File: src/rtl/replay_buffer_multi.sv
// -----------------------------------------------------------------------------
// replay_buffer_multi
//
// Transmit-side replay buffer for the data link layer. Holds up to DEPTH_TLP
// packets (WORDS words of DATA_W bits each, plus a sequence number) in a
// circular store. Each new packet is serialised to the link once. ACKs purge
// acknowledged packets. NAKs and replay-timer expiries resend everything still
// stored. Replays are counted, and exceeding REPLAY_MAX raises a rollover pulse.
//
// Optional feature macro: REPLAY_BUF_PARITY_EN
//   defined   : every stored word keeps an even-parity bit that is checked on
//               every read; a mismatch sets the sticky parity_err.
//   undefined : no parity storage, parity_err tied low.
//
// Handshakes:
//   Packet input: a packet is taken on a rising edge where wr_en=1 and
//   ready=1.
//   Link output: dout is meaningful only in cycles with dout_valid=1. The
//   buffer registers the next word only in cycles where busy_n=1. A cycle with
//   busy_n=0 gives dout_valid=0 in the following cycle, and the word pointer is
//   held.
//
// Ports:
//   clk, rst       clock, synchronous active-high reset
//   wr_en/din/seq_in  packet load (word k = din[k*DATA_W +: DATA_W])
//   ack_nak/ack_seq   01=ACK, 10=NAK, other=none; with acknowledged sequence
//   tim_out        replay timer expiry pulse
//   busy_n         downstream accepts a word this cycle
//   dout/dout_valid   outgoing word stream
//   ready          a packet can be accepted this cycle
//   replay_active  a replay is in progress
//   rollover       one-cycle pulse when the replay count rolls over
//   count          packets currently stored
//   parity_err     sticky storage parity error
// -----------------------------------------------------------------------------
module replay_buffer_multi #(
  parameter int DATA_W     = 16,
  parameter int WORDS      = 10,
  parameter int DEPTH_TLP  = 8,
  parameter int SEQ_W      = 12,
  parameter int REPLAY_MAX = 3
) (
  input  logic                              clk,
  input  logic                              rst,
  input  logic                              wr_en,
  input  logic [DATA_W*WORDS-1:0]           din,
  input  logic [SEQ_W-1:0]                  seq_in,
  input  logic [1:0]                        ack_nak,
  input  logic [SEQ_W-1:0]                  ack_seq,
  input  logic                              tim_out,
  input  logic                              busy_n,
  output logic [DATA_W-1:0]                 dout,
  output logic                              dout_valid,
  output logic                              ready,
  output logic                              replay_active,
  output logic                              rollover,
  output logic [$clog2(DEPTH_TLP+1)-1:0]    count,
  output logic                              parity_err
);

  localparam int PTR_W = $clog2(DEPTH_TLP);
  localparam int CNT_W = $clog2(DEPTH_TLP + 1);
  localparam int WI_W  = (WORDS > 1) ? $clog2(WORDS) : 1;
  localparam int RN_W  = (REPLAY_MAX > 0) ? $clog2(REPLAY_MAX + 1) : 1;

  typedef enum logic [1:0] {S_IDLE, S_SEND, S_PURGE, S_REPLAY} state_t;
  typedef enum logic [1:0] {EV_ACK, EV_NAK, EV_TIM} ev_t;

  state_t state, next_state;

  // storage
  logic [DATA_W-1:0] mem     [DEPTH_TLP][WORDS];
  logic [SEQ_W-1:0]  seq_mem [DEPTH_TLP];

  logic [PTR_W-1:0] head, tail, rd_slot;
  logic [WI_W-1:0]  word_idx;
  logic [CNT_W-1:0] rep_left;
  logic [RN_W-1:0]  replay_num;

  // event captured while busy, and the event currently being processed
  logic             pend_valid;
  ev_t              pend_kind;
  logic [SEQ_W-1:0] pend_seq;
  ev_t              ev_kind_r;
  logic [SEQ_W-1:0] ev_seq_r;

  // combinational control
  logic             cur_ev;
  ev_t              cur_kind;
  ev_t              ev_kind_in;
  logic [SEQ_W-1:0] ev_seq_in;
  logic [SEQ_W-1:0] head_diff;
  logic             can_pop;
  logic             tx_fire;
  logic             last_word;
  logic [DATA_W-1:0] rd_word;
  logic accept, take_ev, pop, run_check, start_rep, do_roll;

  always_comb begin
    cur_ev   = (ack_nak == 2'b01) || (ack_nak == 2'b10) || tim_out;
    cur_kind = EV_TIM;
    if (ack_nak == 2'b01)      cur_kind = EV_ACK;
    else if (ack_nak == 2'b10) cur_kind = EV_NAK;
  end

  // A fresh event is newer than anything pending, so it takes precedence.
  assign ev_kind_in = cur_ev ? cur_kind : pend_kind;
  assign ev_seq_in  = cur_ev ? ack_seq  : pend_seq;

  // Head is acknowledged when ack_seq is at or "after" it in modular order.
  assign head_diff = ev_seq_r - seq_mem[head];
  assign can_pop   = (count != '0) && !head_diff[SEQ_W-1];

  assign tx_fire   = ((state == S_SEND) || (state == S_REPLAY)) && busy_n;
  assign last_word = (word_idx == WI_W'(WORDS - 1));
  assign rd_word   = mem[rd_slot][word_idx];

  assign ready = (state == S_IDLE) && (count < CNT_W'(DEPTH_TLP)) &&
                 !pend_valid && !cur_ev;
  assign replay_active = (state == S_REPLAY);

  // next-state / control
  always_comb begin
    next_state = state;
    accept     = 1'b0;
    take_ev    = 1'b0;
    pop        = 1'b0;
    run_check  = 1'b0;
    start_rep  = 1'b0;
    do_roll    = 1'b0;
    case (state)
      S_IDLE: begin
        if (cur_ev || pend_valid) begin
          take_ev = 1'b1;
          if (ev_kind_in == EV_TIM) run_check = 1'b1;
          else                      next_state = S_PURGE;
        end else if (wr_en && ready) begin
          accept     = 1'b1;
          next_state = S_SEND;
        end
      end
      S_SEND: begin
        if (tx_fire && last_word) next_state = S_IDLE;
      end
      S_PURGE: begin
        // one pop per cycle; the first cycle that cannot pop is the decision
        if (can_pop)                  pop = 1'b1;
        else if (ev_kind_r == EV_ACK) next_state = S_IDLE;
        else                          run_check = 1'b1;
      end
      S_REPLAY: begin
        if (tx_fire && last_word && (rep_left == CNT_W'(1))) next_state = S_IDLE;
      end
      default: next_state = S_IDLE;
    endcase
    if (run_check) begin
      if (count == '0) begin
        next_state = S_IDLE;
      end else if (replay_num == RN_W'(REPLAY_MAX)) begin
        do_roll    = 1'b1;
        next_state = S_IDLE;
      end else begin
        start_rep  = 1'b1;
        next_state = S_REPLAY;
      end
    end
  end

  // state and datapath registers
  always_ff @(posedge clk) begin
    if (rst) begin
      state      <= S_IDLE;
      head       <= '0;
      tail       <= '0;
      count      <= '0;
      rd_slot    <= '0;
      word_idx   <= '0;
      rep_left   <= '0;
      replay_num <= '0;
      pend_valid <= 1'b0;
      pend_kind  <= EV_ACK;
      pend_seq   <= '0;
      ev_kind_r  <= EV_ACK;
      ev_seq_r   <= '0;
      dout       <= '0;
      dout_valid <= 1'b0;
      rollover   <= 1'b0;
    end else begin
      state      <= next_state;
      rollover   <= do_roll;
      dout_valid <= 1'b0;
      if (accept) begin
        tail     <= tail + 1'b1;
        count    <= count + 1'b1;
        rd_slot  <= tail;
        word_idx <= '0;
      end
      if (take_ev) begin
        ev_kind_r  <= ev_kind_in;
        ev_seq_r   <= ev_seq_in;
        pend_valid <= 1'b0;
      end
      if ((state != S_IDLE) && cur_ev) begin
        pend_valid <= 1'b1;
        pend_kind  <= cur_kind;
        pend_seq   <= ack_seq;
      end
      if (pop) begin
        head       <= head + 1'b1;
        count      <= count - 1'b1;
        replay_num <= '0;
      end
      if (do_roll) replay_num <= '0;
      if (start_rep) begin
        replay_num <= replay_num + 1'b1;
        rd_slot    <= head;
        word_idx   <= '0;
        rep_left   <= count;
      end
      if (tx_fire) begin
        dout       <= rd_word;
        dout_valid <= 1'b1;
        if (last_word) begin
          word_idx <= '0;
          rd_slot  <= rd_slot + 1'b1;
          rep_left <= rep_left - 1'b1;
        end else begin
          word_idx <= word_idx + 1'b1;
        end
      end
    end
  end

  // packet storage, no reset needed: only slots between head and tail are read
  always_ff @(posedge clk) begin
    if (accept) begin
      for (int k = 0; k < WORDS; k++) mem[tail][k] <= din[k*DATA_W +: DATA_W];
      seq_mem[tail] <= seq_in;
    end
  end

`ifdef REPLAY_BUF_PARITY_EN
  logic par_mem [DEPTH_TLP][WORDS];

  always_ff @(posedge clk) begin
    if (accept) begin
      for (int k = 0; k < WORDS; k++) par_mem[tail][k] <= ^din[k*DATA_W +: DATA_W];
    end
  end

  // sticky; the word is still sent when its parity is wrong
  always_ff @(posedge clk) begin
    if (rst) begin
      parity_err <= 1'b0;
    end else if (tx_fire && ((^rd_word) != par_mem[rd_slot][word_idx])) begin
      parity_err <= 1'b1;
    end
  end
`else
  assign parity_err = 1'b0;
`endif

endmodule

File: config.mk
export PLATFORM = sky130hd
export DESIGN_NAME = replay_buffer_multi
export DESIGN_NICKNAME = d
export VERILOG_FILES = /design/src/rtl/replay_buffer_multi.sv
export SDC_FILE = /design/constraint.sdc
export NUM_CORES = 2
export LEC_CHECK = 0
export ABC_CLOCK_PERIOD_IN_PS = 50700
export BUFFER_PORTS_ARGS = -buffer_cell sky130_fd_sc_hd__buf_2
export CAP_MARGIN = 30
export CORE_UTILIZATION = 66
export CTS_CLUSTER_SIZE = 40
export DETAILED_ROUTE_END_ITERATION = 7
export PLACE_DENSITY = 0.8
export SYNTH_ARGS = -nofsm -noshare
export SYNTH_HDL_FRONTEND = slang
export SYNTH_SLANG_ARGS = --single-unit
File: constraint.sdc
create_clock -name clk -period 50.7 [get_ports clk]
set_input_delay 10.14 -clock clk [delete_from_list [all_inputs] [get_ports clk]]
set_output_delay 10.14 -clock clk [all_outputs]
set_load 0.01 [all_outputs]
==> impl_results.md <==
* Critical Path RT at 40560 ps
* DP Area at 0.0579 mm²
* Cts hold-fix bufs at 0
* Number of synthesized register bits at 1451
* Post-Layout Cell Count at 3838
* Min-delay worst type: register to register
* NumNets Final at 2858
* Post-synth top area share at 74.5%
* Combinational power share at 8.5%
* Root Driver: clkbuf_16
* EDFF count, synth at 1376
* Gpl congestion at 0.774
* Core Region at 0.0826 mm²
* Run status: finished clean
* Avg Vias per Cell at 6.93
* M1 WL at 45.6 mm
* Fin crit period at 21690 ps
* Starting Density at 67.1%
* Final ANT Viol Nets at 0
* Crit start category: primary input
* Setup_tns at 0 ps
* Net Sw Power at 0.563 mW
* P_leak at 19.3 nW
* Clock-pin slew on the worst setup and hold paths at 60 ps
* Number of global-route vias before repair at 27400
* Num rows at 105
* Drt first pass iters at 6
* Initial antenna violation count at 49
* Fillers at 4054
* Die X at 292 µm
* # H-tree levels at 4
* # setup viols final at 0
* Max Fclk at 46.1 MHz
* Final slew viol count at 0
* Top FF cell, synth: edfxtp_1
* Leading area contributor after synthesis: edfxtp_1
* Ys Warns at 0
* Dominant cells by area after synthesis: edfxtp_1, mux4_2, dfxtp_1
* Final instance area at 0.0623 mm²
* Hpwl dp at 65.9 mm
* Crit path capture type: output pin
* Pin count of the biggest net entering global routing at 143
* Mapped Cells at 2375
* Initial drt markers at 3452
* RSZ-0062 raised after global routing: false
* CTS Buf Count at 139
* Area of the die at 0.0852 mm²
* Mapped Nets at 2588
* Longest Clk Path Bufs at 3
* Post-CTS Setup Bufs at 0
* Routed length per placed instance at 33.9 µm
* Number of gates resized after cts at 0
* GRT Util Overall at 31.4%
* Int Pwr at 1.99 mW
* Sw Share at 22.0%
* Pwr dens at 41.0 mW/mm²
* Post-route worst setup slack at 29010 ps
* Io pins at 216
* Top Metal Used: met5
* Seq/Total Area, Yosys at 77.2%
* Worst Max-Slew Pin Slew at 1130 ps
* Global-route wire length before repair at 189 mm
* WL final at 130 mm
* Avg Inst Size Synth at 23.4 µm²
* Tcrit/Tclk final at 42.8%
* CTS tree: built
* Place WS at 29080 ps
* Most common cell in the netlist: edfxtp_1
* WL met3 at 12.8 mm
* CP max FO at 5
* Post-Synthesis Cell Area at 0.0555 mm²
* Synth top cells by count: edfxtp_1, mux4_2, clkbuf_1, dfxtp_1, nor2_1
* Max-cap violations at 0
* DRC violations left at 0
* Clk network pwr share at 38.8%
* Critical path class: primary input to output pin
* Placed Cells at 3571
* Worst EP arrival at 11550 ps
* Flop pwr share at 52.7%
* Hold Vio Cnt, Final at 0
* Grt ovf at 0
* Area growth syn-to-layout at 12.3%
* Slew HR at 24.7%
* Netlist cell types at 53
* Clock Latency Late Sink at 740 ps
* CTS Sinks at 1451
* Via count at 26600
* Chip Height at 292 µm
* Buffers on Ports at 214
* Share of layout cells above drive strength 1 at 32.6%
* Met2 wire len at 67.6 mm
* Clk_skew at 24.3 ps
* Peak supply drop at 34.7 µV
* Asr flop ratio synth at 0%
registers in the layout, indices dropped and copies added (netlist names), named ones only:
signal      count
pend_valid      1
dout_valid      1
word_idx        4
replay_num      2
dout           16
ev_seq_r       12
state           2
rd_slot         3
count           4
ev_kind_r       2
seq_mem        96
tail            3
pend_kind       2
rollover        1
head            3
mem          1280
rep_left        4
pend_seq       12
logic make-up (layout without fill, tap and decap cells):
family	count (synthesis)	count (layout)	share of synthesized area (%)
AND/OR/NAND/NOR	176	176	1.50
multiplexers	470	470	18.4
XOR/XNOR	7	7	0.111
AO/OA/AOI/OAI	111	111	1.29
adder cells (fa/ha/maj)	22	22	0.510
other	1	25	0.00676
buffers and inverters	137	506	0.999
flip-flops	1451	1451	77.2
power groups by stage:
| stage | combinational, mW | clock (mW) | sequential [mW] |
|---|---|---|---|
| 4_1_cts | 0.217 | 1.00 | 1.35 |
| 6_report | 0.216 | 0.992 | 1.35 |
| 3_3_place_gp | 0.201 | 0 | 1.37 |
| 5_1_grt | 0.229 | 1.05 | 1.35 |
| 2_1_floorplan | 0.144 | 0 | 1.37 |
| 3_5_place_dp | 0.210 | 0 | 1.37 |
cell usage in the layout, fill, tap and decap left out, types with 24 or more instances in the layout:
master,n
edfxtp_1,1376
mux4_2,440
buf_2,214
clkbuf_16,140
dfxtp_1,70
nor2_1,56
nand2_1,51
a21oi_1,42
a211oi_1,34
clkbuf_1,33
mux2i_1,30
buf_4,26
diode_2,24
clkinv_1,24
layout make-up:
| type | count | area (µm²) | share of cell area, % |
|---|---|---|---|
| Multi-Input combinational cell | 787 | 12100 | 19.5 |
| Tap cell | 1070 | 1340 | 2.15 |
| Clock inverter | 66 | 603 | 0.968 |
| Timing Repair Buffer | 255 | 1600 | 2.57 |
| Antenna cell | 24 | 60.1 | 0.0964 |
| Clock buffer | 174 | 3640 | 5.85 |
| Inverter | 11 | 41.3 | 0.0663 |
| Sequential cell | 1451 | 42800 | 68.8 |
metal layers:
layer / track usage, % / vias to the layer above
met1: 40.7 / 13900
met4: 11.1 / 48
met3: 8.43 / 273
met2: 52.2 / 1635
li1: - / 10700
met5: 0 / -
final timing paths:
check	start	slack, ps	endpoint	cells after the start
setup / recovery	ack_nak[0]	29010	ready	7
hold / removal	ev_kind_r[1]$_SDFFE_PP0P_	450	ev_kind_r[1]$_SDFFE_PP0P_	2
setup reg to reg	rd_slot[0]$_SDFF_PP0_	45800	dout[0]$_SDFFE_PP0P_	7
hold reg to reg	ev_kind_r[1]$_SDFFE_PP0P_	450	ev_kind_r[1]$_SDFFE_PP0P_	2
critical path, stage by stage:
cell and delay, ps:
buf_2 80, inv_1 30, ha_1 340, nor3b_1 440, nand2_1 160, nor2_1 190, buf_2 170
metrics by stage:
step	total power [mW]	hold slack (ps)	utilization (%)
floorplan	1.52	429	-
global placement	1.57	439	69.9
detailed placement	1.58	446	70.1
CTS	2.57	454	75.2
global route	2.62	477	75.3
finish	2.56	452	75.4
Note: power is estimated with default switching activity, not from simulation.
